$ cat src/rtl/wb_arbiter_if.sv
// wb_arbiter_if: writeback, M-unit and scoreboard signals between the pipeline and the write-side arbiter
interface wb_arbiter_if;
    logic        PIPE_WEN;
    logic [4:0]  PIPE_RD;
    logic [31:0] PIPE_DATA;
    logic        M_ISSUE;
    logic [4:0]  M_ISSUE_RD;
    logic        M_VALID;
    logic [4:0]  M_RD;
    logic [31:0] M_DATA;
    logic        M_READY;
    logic [4:0]  RS1;
    logic [4:0]  RS2;
    logic        HAZARD;
    logic        DRAIN_REQ;
    logic        WRITE_EN;
    logic [4:0]  WRITE_ADDR;
    logic [31:0] WRITE_DATA;
    logic [31:0] BUSY_MASK;

    modport master (
        output PIPE_WEN, PIPE_RD, PIPE_DATA, M_ISSUE, M_ISSUE_RD, M_VALID, M_RD, M_DATA, RS1, RS2,
        input  M_READY, HAZARD, DRAIN_REQ, WRITE_EN, WRITE_ADDR, WRITE_DATA, BUSY_MASK
    );

    modport slave (
        input  PIPE_WEN, PIPE_RD, PIPE_DATA, M_ISSUE, M_ISSUE_RD, M_VALID, M_RD, M_DATA, RS1, RS2,
        output M_READY, HAZARD, DRAIN_REQ, WRITE_EN, WRITE_ADDR, WRITE_DATA, BUSY_MASK
    );
endinterface

$ cat src/rtl/wb_arbiter.sv
// wb_arbiter: merges pipeline writebacks and buffered M-unit results onto one register-file write port
module wb_arbiter #(
    parameter int DEPTH = 2
) (
    input logic        CLK,
    input logic        RESET,
    wb_arbiter_if.slave bus
);
    localparam int AW = $clog2(DEPTH);
    localparam int PW = AW + 1;

    logic [PW-1:0] wr_ptr_q, wr_ptr_d, rd_ptr_q, rd_ptr_d;
    logic [4:0]    mem_rd_q [DEPTH];
    logic [4:0]    mem_rd_d [DEPTH];
    logic [31:0]   mem_data_q [DEPTH];
    logic [31:0]   mem_data_d [DEPTH];
    logic [31:0]   busy_q, busy_d;
    logic          write_en_q, write_en_d;
    logic [4:0]    write_addr_q, write_addr_d;
    logic [31:0]   write_data_q, write_data_d;
    logic          empty, full, push, pop;
    logic [4:0]    head_rd;
    logic [31:0]   head_data, set_mask, clr_mask;

    assign empty     = wr_ptr_q == rd_ptr_q;
    assign full      = (wr_ptr_q[AW] != rd_ptr_q[AW]) && (wr_ptr_q[AW-1:0] == rd_ptr_q[AW-1:0]);
    assign push      = bus.M_VALID && !full;
    assign pop       = !bus.PIPE_WEN && !empty;
    assign head_rd   = mem_rd_q[rd_ptr_q[AW-1:0]];
    assign head_data = mem_data_q[rd_ptr_q[AW-1:0]];

    assign bus.M_READY    = !full;
    assign bus.DRAIN_REQ  = full;
    assign bus.HAZARD     = busy_q[bus.RS1] | busy_q[bus.RS2];
    assign bus.BUSY_MASK  = busy_q;
    assign bus.WRITE_EN   = write_en_q;
    assign bus.WRITE_ADDR = write_addr_q;
    assign bus.WRITE_DATA = write_data_q;

    // FIFO next state: push at the tail, pop the head only when it wins arbitration
    always_comb begin
        mem_rd_d   = mem_rd_q;
        mem_data_d = mem_data_q;
        if (push) begin
            mem_rd_d[wr_ptr_q[AW-1:0]]   = bus.M_RD;
            mem_data_d[wr_ptr_q[AW-1:0]] = bus.M_DATA;
        end
        wr_ptr_d = push ? wr_ptr_q + PW'(1) : wr_ptr_q;
        rd_ptr_d = pop ? rd_ptr_q + PW'(1) : rd_ptr_q;
    end

    // Write port: pipeline first, then FIFO head; x0 destinations are emitted with the enable suppressed
    always_comb begin
        write_en_d   = bus.PIPE_WEN ? (bus.PIPE_RD != 5'd0) : pop ? (head_rd != 5'd0) : 1'b0;
        write_addr_d = bus.PIPE_WEN ? bus.PIPE_RD : pop ? head_rd : write_addr_q;
        write_data_d = bus.PIPE_WEN ? bus.PIPE_DATA : pop ? head_data : write_data_q;
    end

    // Scoreboard: clear on M emit, set on M issue (set applied last so it wins), x0 never busy
    always_comb begin
        clr_mask = pop ? (32'd1 << head_rd) : 32'd0;
        set_mask = (bus.M_ISSUE && bus.M_ISSUE_RD != 5'd0) ? (32'd1 << bus.M_ISSUE_RD) : 32'd0;
        busy_d   = ((busy_q & ~clr_mask) | set_mask) & ~32'd1;
    end

    // State registers with asynchronous reset dropping buffered results and busy bits
    always_ff @(posedge CLK or posedge RESET) begin
        if (RESET) begin
            wr_ptr_q     <= '0;
            rd_ptr_q     <= '0;
            mem_rd_q     <= '{default: '0};
            mem_data_q   <= '{default: '0};
            busy_q       <= '0;
            write_en_q   <= 1'b0;
            write_addr_q <= '0;
            write_data_q <= '0;
        end else begin
            wr_ptr_q     <= wr_ptr_d;
            rd_ptr_q     <= rd_ptr_d;
            mem_rd_q     <= mem_rd_d;
            mem_data_q   <= mem_data_d;
            busy_q       <= busy_d;
            write_en_q   <= write_en_d;
            write_addr_q <= write_addr_d;
            write_data_q <= write_data_d;
        end
    end
endmodule

$ cat src/flat_wrapper.sv
// flat-port wrapper written by rule: the top's interface ports become plain ports
module wb_arbiter_flat 
#(
    parameter int DEPTH = 2
)
  (CLK, RESET, bus_PIPE_WEN, bus_PIPE_RD, bus_PIPE_DATA, bus_M_ISSUE, bus_M_ISSUE_RD, bus_M_VALID, bus_M_RD, bus_M_DATA, bus_RS1, bus_RS2, bus_M_READY, bus_HAZARD, bus_DRAIN_REQ, bus_WRITE_EN, bus_WRITE_ADDR, bus_WRITE_DATA, bus_BUSY_MASK);
  wb_arbiter_if bus_i ();
  input logic CLK;
  input logic RESET;
  input wire logic [$bits(bus_i.PIPE_WEN)-1:0] bus_PIPE_WEN;
  input wire logic [$bits(bus_i.PIPE_RD)-1:0] bus_PIPE_RD;
  input wire logic [$bits(bus_i.PIPE_DATA)-1:0] bus_PIPE_DATA;
  input wire logic [$bits(bus_i.M_ISSUE)-1:0] bus_M_ISSUE;
  input wire logic [$bits(bus_i.M_ISSUE_RD)-1:0] bus_M_ISSUE_RD;
  input wire logic [$bits(bus_i.M_VALID)-1:0] bus_M_VALID;
  input wire logic [$bits(bus_i.M_RD)-1:0] bus_M_RD;
  input wire logic [$bits(bus_i.M_DATA)-1:0] bus_M_DATA;
  input wire logic [$bits(bus_i.RS1)-1:0] bus_RS1;
  input wire logic [$bits(bus_i.RS2)-1:0] bus_RS2;
  output wire logic [$bits(bus_i.M_READY)-1:0] bus_M_READY;
  output wire logic [$bits(bus_i.HAZARD)-1:0] bus_HAZARD;
  output wire logic [$bits(bus_i.DRAIN_REQ)-1:0] bus_DRAIN_REQ;
  output wire logic [$bits(bus_i.WRITE_EN)-1:0] bus_WRITE_EN;
  output wire logic [$bits(bus_i.WRITE_ADDR)-1:0] bus_WRITE_ADDR;
  output wire logic [$bits(bus_i.WRITE_DATA)-1:0] bus_WRITE_DATA;
  output wire logic [$bits(bus_i.BUSY_MASK)-1:0] bus_BUSY_MASK;
  assign bus_i.PIPE_WEN = bus_PIPE_WEN;
  assign bus_i.PIPE_RD = bus_PIPE_RD;
  assign bus_i.PIPE_DATA = bus_PIPE_DATA;
  assign bus_i.M_ISSUE = bus_M_ISSUE;
  assign bus_i.M_ISSUE_RD = bus_M_ISSUE_RD;
  assign bus_i.M_VALID = bus_M_VALID;
  assign bus_i.M_RD = bus_M_RD;
  assign bus_i.M_DATA = bus_M_DATA;
  assign bus_i.RS1 = bus_RS1;
  assign bus_i.RS2 = bus_RS2;
  assign bus_M_READY = bus_i.M_READY;
  assign bus_HAZARD = bus_i.HAZARD;
  assign bus_DRAIN_REQ = bus_i.DRAIN_REQ;
  assign bus_WRITE_EN = bus_i.WRITE_EN;
  assign bus_WRITE_ADDR = bus_i.WRITE_ADDR;
  assign bus_WRITE_DATA = bus_i.WRITE_DATA;
  assign bus_BUSY_MASK = bus_i.BUSY_MASK;
  wb_arbiter #(.DEPTH(DEPTH)) u_core (.CLK(CLK), .RESET(RESET), .bus(bus_i));
endmodule
$ cat config.mk
export PLATFORM = sky130hd
export DESIGN_NAME = wb_arbiter_flat
export DESIGN_NICKNAME = d
export VERILOG_FILES = /design/src/rtl/wb_arbiter_if.sv /design/src/rtl/wb_arbiter.sv /design/src/flat_wrapper.sv
export SDC_FILE = /design/constraint.sdc
export NUM_CORES = 1
export LEC_CHECK = 0
export ABC_AREA = 1
export CAP_MARGIN = 20
export CORE_AREA = 3 3 120 122
export CTS_CLUSTER_DIAMETER = 120
export DETAILED_ROUTE_END_ITERATION = 8
export DIE_AREA = 0 0 123 125
export GPL_TIMING_DRIVEN = 0
export PLACE_DENSITY = 0.8
export SLEW_MARGIN = 30
export SYNTH_ARGS = -nofsm -noshare
export SYNTH_HDL_FRONTEND = slang
export SYNTH_SLANG_ARGS = --single-unit
$ cat constraint.sdc
create_clock -name CLK -period 13.68 [get_ports CLK]
set_input_delay 3.42 -clock CLK [delete_from_list [all_inputs] [get_ports CLK]]
set_output_delay 3.42 -clock CLK [all_outputs]
set_load 0.005 [all_outputs]
# After elaboration in Yosys (flattened, before gate mapping)
# Index checks and enable logic that the tools add are counted.
# op_classes
addsub	2
reduce_logical	12
n_mul	0
div_mod_pow	0
magnitude_cmp	5
n_bitwise	6
n_eq_ne	3
muxes	24
shifts	2
# ops
op	count
32-bit two-way mux	8
64-bit bitwise mux	1
1-bit by 5-bit << shifter with 32-bit output, first input constant	2
32-bit AND	1
32-bit demux with 1-bit select	1
32-bit NOT	1
32-bit OR	1
5-bit two-way mux	6
5-bit nonzero test	3
5-bit by 6-bit less-than comparator with 1-bit output, second input constant	2
1-bit binary-select mux with 5-bit select	2
10-bit bitwise mux	1
5-bit demux with 1-bit select	1
1-bit logical AND	5
2-bit by 1-bit adder with 2-bit output, second input constant	2
2-bit >= comparator, second input constant	2
1-bit two-way mux	4
1-bit NOT with 2-bit output	2
1-bit logical NOT	3
2-bit == test	1
2-bit by 1-bit less-than comparator with 1-bit output, second input constant	1
2-bit nonzero test	1
1-bit == test	1
1-bit != test	1
1-bit OR	1
# totals
mem_count	0
romBits	0
reg_bits	147
ram_bits	0
latchBits	0

# Longest topological paths before layout
# Gate-level depths: netlist of the first run.
# logic_depth
ltp_word	9
mapped_depth	11
depth_no_buf	9

# Worst setup path before layout of the first run
# OpenSTA, ideal clock, no wires.
# synth_path
path_kind	input to output
from	input port bus_RS2[0]
to	output port bus_HAZARD
path_stages	10
setup_slack_ns	5.865
arrival_time_ns	4.395
path_cell_list	clkbuf_1 > clkbuf_1 > nand2_1 > nand3_1 > nand3_1 > nand2_1 > nand2_1 > nand3_1 > nand2_1 > nand2_1
# synth_via
elab_chain_len	3
# synth_lines
item	line_no	source
from (decl)	flat_wrapper.sv:19	input wire logic [$bits(bus_i.RS2)-1:0] bus_RS2;
1-bit binary-select mux with 5-bit select	wb_arbiter.sv:34	assign bus.HAZARD = busy_q[bus.RS1] | busy_q[bus.RS2];
1-bit two-way mux (implied by the code)	wb_arbiter.sv:34	
1-bit OR	wb_arbiter.sv:34	
to (decl)	flat_wrapper.sv:21	output wire logic [$bits(bus_i.HAZARD)-1:0] bus_HAZARD;
# No other way between the ends. The select of a mux whose other input is x is not followed.

# Worst setup path after layout of the first run
# layout_path
from	input port bus_RS1[2]
to	output port bus_HAZARD
# layout_via
elab_chain_len	3
# layout_lines
item	line_no	source
from (decl)	flat_wrapper.sv:18	input wire logic [$bits(bus_i.RS1)-1:0] bus_RS1;
1-bit binary-select mux with 5-bit select	wb_arbiter.sv:34	
1-bit two-way mux (implied by the code)	wb_arbiter.sv:34	
1-bit OR	wb_arbiter.sv:34	
# No other way between the ends. The select of a mux whose other input is x is not followed.

==> impl_metrics.csv, run 1 <==
group,metric,value,unit
outcome,status,"finished, final reports clean",
layout,fin_cells,1294,
flow_run,maxCapViolations,0,
global_routing,grt_pass1_wl,34100,um
power,p_int,1.43,mW
timing,setup_ws,5080,ps
timing,slew_violations,0,
global_routing,antenna_found_initial,1,
power,p_leak,4.44,nW
clocking,cts_resized,0,
worst_setup_path,start_kind,"primary input",
logic_synthesis,async_flop_share,100,%
timing,setup_tns,0,ps
logic_synthesis,synth_seq_cells,147,
clocking,cts-root-buf,"clkbuf_16",
global_routing,grtUsageMet3,7.68,%
timing,timing.final.hold_violations,0,
floorplanning,initial_core_util,54.1,%
clocking,clockBufferDepth,2,
global_routing,track_usage,28.1,%
detailed_routing,antenna_left,0,
worst_setup_path,crit_fanout,6,
place,place.gp.congestion,0.899,
timing,max_freq,116,MHz
timing,finClkSkew,8.58,ps
detailed_routing,totalWireLength,21100,um
logic_synthesis,ys_seq_area_share,51.1,%
floorplanning,dieArea,15400,sq um
power,combPwrFrac,42.1,%
global_routing,use_met1,37.8,%
clocking,htreeDepth,4,
floorplanning,core_area,13300,sq um
timing,relSlewSlack,58.1,%
clocking,clock-sinks,147,
clocking,clk_latency,430,ps
logic_synthesis,syn_area_per_cell,7.79,sq um
logic_synthesis,synth_area_leaders,"dfrtp_1, nand2_1, o21ai_0",
global_routing,top_usage_layer,"met2",
place,dp_cells,1261,
global_routing,grt_max_degree,85,
detailed_routing,drt-wirelength-per-cell,16.3,um
timing,setup_violations,0,
detailed_routing,dr.pass1.iters,6,
floorplanning,io_pins,167,
timing,tightestPinTransition,629,ps
min_path,hp-class,"register to register",
global_routing,met2_usage,43.6,%
floorplanning,die_h,125,um
logic_synthesis,synthTopCellsByCount,"nand2_1, dfrtp_1, o21ai_0",
global_routing,overflow,0,
layout,drive_above_1_share,6.98,%
logic_synthesis,yosysMostFrequentCell,"nand2_1",
timing,post-route-min-period,8600,ps
place,post-dp-hpwl,15300,um
logic_synthesis,synth_top_area_share,51.1,%
logic_synthesis,yosysUniqueCellTypes,29,
detailed_routing,drcViolationCount,0,
worst_setup_path,cp.required,10260,ps
power,seq_power_share,34.8,%
detailed_routing,vias_per_cell,5.44,
logic_synthesis,synth_flop_cell,"dfrtp_1",
timing,grt_setup_unrepaired,"false",
logic_synthesis,yosys.area.top_type,"dfrtp_1",
power,p_clk_share,23.1,%
logic_synthesis,syn_area,7190,sq um
layout,final_nets,1198,
logic_synthesis,syn-num-nets,1018,
clocking,cts_tree,"yes",
logic_synthesis,synth_edf_count,0,
place,dp_slack,5120,ps
worst_setup_path,r2r_slack,11720,ps
logic_synthesis,ys.warnings.count,0,
clocking,cts_buffers,17,
power,p_sw_share,37.8,%
floorplanning,die_width,123,um
logic_synthesis,synth_cells,924,
global_routing,grt_pass1_vias,6823,
power,switchingPower,865,uW
timing,period_share,62.9,%
place,portBuffers,160,
clocking,post_cts_buffers,0,
clocking,clk_pin_slew,60,ps
power,power_density,236,nW/um^2
worst_setup_path,crit_path_end_kind,"primary output",
layout,area_growth_syn_to_layout,35.2,%
clocking,postCtsHoldBufs,0,
power,p_total,2.29,mW
worst_setup_path,path_class,"primary input to primary output",
detailed_routing,vias,7042,
detailed_routing,drt-initial-drc-count,666,
floorplanning,num_rows,42,
power,ir_drop,0.131,mV
worst_setup_path,cp.arrival,5180,ps
worst max-delay path, stage by stage:
cell	delay, ps
clkdlybuf4s50_1	580
inv_1	170
nor2_1	130
nand2_1	60
nand3_1	60
nand3_1	80
nand3_1	80
nand2_1	60
nand2_1	50
clkdlybuf4s50_1	490
cell usage in the layout, fill, tap and decap left out, types with 2 or more instances in the layout:
master / Yosys / final
buf_4: 2 / 2
clkbuf_1: 13 / 14
nand2_2: 3 / 3
xor2_1: 2 / 2
buf_1: 5 / 5
nor2_1: 16 / 16
o21ai_2: 2 / 2
dfrtp_1: 147 / 147
bufinv_16: 0 / 6
o21ai_0: 144 / 144
clkinvlp_4: 0 / 3
nand3_1: 61 / 61
buf_2: 25 / 25
buf_6: 5 / 5
inv_2: 2 / 2
clkinv_2: 0 / 2
o21ai_1: 21 / 21
clkbuf_16: 0 / 17
clkdlybuf4s50_1: 0 / 160
inv_1: 84 / 83
nand2_1: 339 / 339
o211ai_1: 36 / 36
nor3_1: 6 / 6
layer usage:
layer	wire (um)	vias to the layer above
met5	0	-
met4	523	0
met3	2030	38
met2	9960	340
met1	8630	3318
li1	-	3346
metrics by stage:
| step | hold slack (ps) | util, % | cell area (sq um) |
|---|---|---|---|
| after floorplan | 437 | - | 7190 |
| after global placement | 450 | 67.8 | 9020 |
| after detailed placement | 455 | 68.1 | 9050 |
| after CTS | 470 | 73.1 | 9720 |
| after global routing | 496 | 73.2 | 9730 |
| final | 472 | 73.2 | 9730 |
layout make-up:
cell class                      instances  area (sq um)
Antenna cell                            1          2.50
Buffer                                 50           264
Clock buffer                           19           443
Clock inverter                         13           230
Fill cell                            1025          3570
Inverter                               87           334
Multi-Input combinational cell        640          2930
Sequential cell                       147          3680
Tap cell                              176           220
Timing Repair Buffer                  161          1630
cells by family (layout without fill, tap and decap cells):
group | Yosys count | in the layout | share of synthesized area, %
simple gates | 430 | 430 | 24.2
xor+xnor | 4 | 4 | 0.591
other cells | 1 | 2 | 0.0521
compound gates | 205 | 205 | 15.8
buf+inv | 137 | 330 | 8.21
flops | 147 | 147 | 51.1
registers in the layout, indices dropped and copies added (netlist names):
register and flops:
u_core.mem_data_q 64, u_core.bus.WRITE_EN 1, u_core.wr_ptr_q 2, u_core.bus.WRITE_DATA 32, u_core.mem_rd_q 10, u_core.bus.WRITE_ADDR 5, u_core.bus.BUSY_MASK 31, u_core.rd_ptr_q 2
final timing paths:
path | start | end | depth (start not counted)
worst min-delay path | u_core.mem_rd_q[9] | u_core.mem_rd_q[9] | 2
min in group asynchronous | RESET | u_core.bus.WRITE_DATA[24] | 2
worst max register to register | u_core.rd_ptr_q[0] | u_core.bus.WRITE_EN | 7
max in group asynchronous | RESET | u_core.bus.WRITE_DATA[14] | 3
worst max-delay path | bus_RS1[2] | bus_HAZARD | 10
worst min register to register | u_core.mem_rd_q[9] | u_core.mem_rd_q[9] | 2
power groups by stage:
stage / Sequential (mW) / Combinational, mW / Clock (mW)
4_1_cts: 0.793 / 0.966 / 0.532
3_3_place_gp: 0.793 / 0.929 / 0
5_1_grt: 0.822 / 1.08 / 0.551
2_1_floorplan: 0.770 / 0.529 / 0
3_5_place_dp: 0.797 / 0.956 / 0
6_report: 0.798 / 0.964 / 0.530
(Power assumes the default switching activity.)
==> run 2: changes to the inputs <==
--- a/config.mk
+++ b/config.mk
@@ -7,12 +7,12 @@
 export LEC_CHECK = 0
 export ABC_AREA = 1
 export CAP_MARGIN = 20
-export CORE_AREA = 3 3 120 122
+export CORE_AREA = 3 3 123 125
 export CTS_CLUSTER_DIAMETER = 120
 export DETAILED_ROUTE_END_ITERATION = 8
-export DIE_AREA = 0 0 123 125
+export DIE_AREA = 0 0 126 128
 export GPL_TIMING_DRIVEN = 0
-export PLACE_DENSITY = 0.8
+export PLACE_DENSITY = 0.76
 export SLEW_MARGIN = 30
 export SYNTH_ARGS = -nofsm -noshare
 export SYNTH_HDL_FRONTEND = slang
==> constraint.sdc (replaced) <==
create_clock -name CLK -period 8.5 [get_ports CLK]
set_input_delay 2.125 -clock CLK [delete_from_list [all_inputs] [get_ports CLK]]
set_output_delay 2.125 -clock CLK [all_outputs]
set_load 0.005 [all_outputs]
==> impl_metrics.csv, run 2 (synthesis results as in run 1) <==
group,metric,value,unit
power,p_int,2.22,mW
worst_setup_path,cp_top_family,"buffers and inverters",
detailed_routing,vias_per_cell,5.34,
detailed_routing,totalWireLength,21200,um
global_routing,overflow,0,
min_path,hp-class,"register to register",
layout,multiInputGateArea,2930,sq um
detailed_routing,met3WireLength,1850,um
timing,timing.final.hold_violations,0,
clocking,htreeDepth,4,
timing,max_freq,165,MHz
detailed_routing,wl_met1,9100,um
worst_setup_path,crit_fanout,10,
timing,setup_ws,2450,ps
layout,n_antenna_cell,0,
timing,relSlewSlack,52.5,%
place,dp_cells,1265,
worst_setup_path,cpMostUsedCell,"nand2_1",
worst_setup_path,path_class,"primary input to primary output",
floorplanning,initial_core_util,51.4,%
detailed_routing,drt-initial-drc-count,791,
layout,n_fill_cell,1190,
layout,final_common_cell,"nand2_1",
detailed_routing,drt-wirelength-per-cell,16.4,um
worst_setup_path,crit_path_end_kind,"primary output",
timing,period_share,71.1,%
layout,final_util,69.0,%
floorplanning,io_pins,167,
clocking,cts_tree,"yes",
detailed_routing,wl_met2,9970,um
clocking,postCtsHoldBufs,0,
global_routing,antenna_found_initial,0,
worst_setup_path,cp.arrival,3920,ps
layout,area_growth_syn_to_layout,34.2,%
timing,post-route-min-period,6050,ps
timing,finClkSkew,8.05,ps
detailed_routing,antenna_left,0,
flow_run,maxCapViolations,0,
worst_setup_path,start_kind,"primary input",
worst_setup_path,path_depth,11,
power,switchingPower,1.38,mW
power,p_sw_share,38.4,%
detailed_routing,vias,6917,
worst_setup_path,crit_buf_inv,3,
power,seq_power_share,35.8,%
floorplanning,die_h,128,um
worst_setup_path,rr_worst_depth,6,
detailed_routing,drcViolationCount,0,
layout,drive_above_1_share,6.81,%
clocking,clk_pin_slew,60,ps
layout,final_nets,1198,
timing,setup_violations,0,
clocking,clockBufferDepth,2,
worst_setup_path,worst_path_largest_cell_delay,490,ps
detailed_routing,top_layer,"met4",
power,p_leak,4.42,nW
place,place.gp.congestion,0.916,
clocking,cts_buffers,17,
worst_setup_path,crit_path_top_delay_cell,"clkdlybuf4s50_1",
floorplanning,num_rows,43,
layout,seq_area,3680,sq um
clocking,clk_latency,420,ps
floorplanning,core_area,14000,sq um
timing,tightestPinTransition,713,ps
worst_setup_path,cp_cell_sequence,"clkbuf_1, clkbuf_1, nand2_1, nand3_1, nand3_1, nand2_1, nand2_1, nand3_1, nand2_1, nand2_1, clkdlybuf4s50_1",
global_routing,track_usage,26.8,%
place,portBuffers,160,
power,power_density,374,nW/um^2
floorplanning,dieArea,16100,sq um
floorplanning,die_width,126,um
global_routing,grt_pass1_vias,6872,
clocking,post_cts_buffers,0,
min_path,min_path_cells,2,
power,combPwrFrac,42.8,%
power,p_clk_share,21.3,%
clocking,cts_resized,0,
layout,regMostFlops,"u_core.mem_data_q",
timing,setup_tns,0,ps
timing,slew_violations,0,
global_routing,grt_max_degree,84,
timing,grt_setup_unrepaired,"false",
layout,final_cell_mix,"nand2_1, clkdlybuf4s50_1, dfrtp_1",
place,post-dp-hpwl,15600,um
clocking,clock-sinks,147,
worst_setup_path,cp.required,6380,ps
power,ir_drop,0.185,mV
layout,largest_reg_flops,64,
power,p_total,3.61,mW
layout,fin_cells,1296,
place,dp_slack,2510,ps
global_routing,grt_pass1_wl,34600,um
clocking,cts-root-buf,"clkbuf_16",
outcome,status,"finished, final reports clean",
detailed_routing,dr.pass1.iters,5,
## run 2: per-stage QoR
| stage | cell area, sq um | hold slack (ps) |
|---|---|---|
| finish | 9650 | 472 |
| global route | 9650 | 482 |
| detailed placement | 9060 | 459 |
| floorplan | 7190 | 437 |
| global placement | 9020 | 450 |
| CTS | 9650 | 474 |
## run 2: layout make-up
cell class,instances,area share [%]
buffer,50,2.73
clock buffer,19,4.48
clock inverter,12,1.70
inverter,87,3.46
multi-input combinational,640,30.3
sequential,147,38.1
tap,180,2.33
timing repair buffer,161,16.9
## run 2: per-layer routing
layer / GRT usage [%] / vias to the layer above
met1: 35.5 / 3261
met5: 0 / -
met4: 7.63 / 0
met3: 6.50 / 24
met2: 44.4 / 290
li1: - / 3342
## run 2: worst reg2reg max path, delay by kind of cell, from the launching register on
kind,cells,cell delay (ps)
buf+inv,2,740
flops,1,410
xor+xnor,1,390
simple gates,2,240
compound gates,1,120
## run 2: final timing paths
check / from / end / slack, ps
setup / recovery: bus_RS2[0] / bus_HAZARD / 2450
hold / removal: u_core.mem_data_q[46] / u_core.mem_data_q[46] / 470
setup reg to reg: u_core.wr_ptr_q[1] / u_core.bus.WRITE_DATA[0] / 6510
hold reg to reg: u_core.mem_data_q[46] / u_core.mem_data_q[46] / 470
max in group asynchronous: RESET / u_core.bus.BUSY_MASK[23] / 5580
min in group asynchronous: RESET / u_core.bus.WRITE_ADDR[4] / 2140
## run 2: power by group through the flow
| stage | Sequential [mW] | Clock (mW) | Combinational [mW] |
|---|---|---|---|
| 6_report | 1.29 | 0.769 | 1.55 |
| 5_1_grt | 1.33 | 0.803 | 1.73 |
| 4_1_cts | 1.29 | 0.774 | 1.55 |
| 3_5_place_dp | 1.29 | 0 | 1.54 |
| 3_3_place_gp | 1.28 | 0 | 1.50 |
| 2_1_floorplan | 1.24 | 0 | 0.851 |
==> run 3: changes to the inputs <==
==> constraint.sdc (replaced) <==
create_clock -name CLK -period 5.59 [get_ports CLK]
set_input_delay 1.3975 -clock CLK [delete_from_list [all_inputs] [get_ports CLK]]
set_output_delay 1.3975 -clock CLK [all_outputs]
set_load 0.005 [all_outputs]
==> results of run 3 <==
The final DEF is identical to that of run 2. Status: finished, final reports clean.
Main changes from that run: setup slack after placement 2510 ps -> 1050 ps; setup slack after layout 2450 ps -> 999 ps; register-to-register setup slack 6510 ps -> 3600 ps; total power 3.61 mW -> 5.48 mW; worst IR drop on VDD 0.185 mV -> 0.281 mV
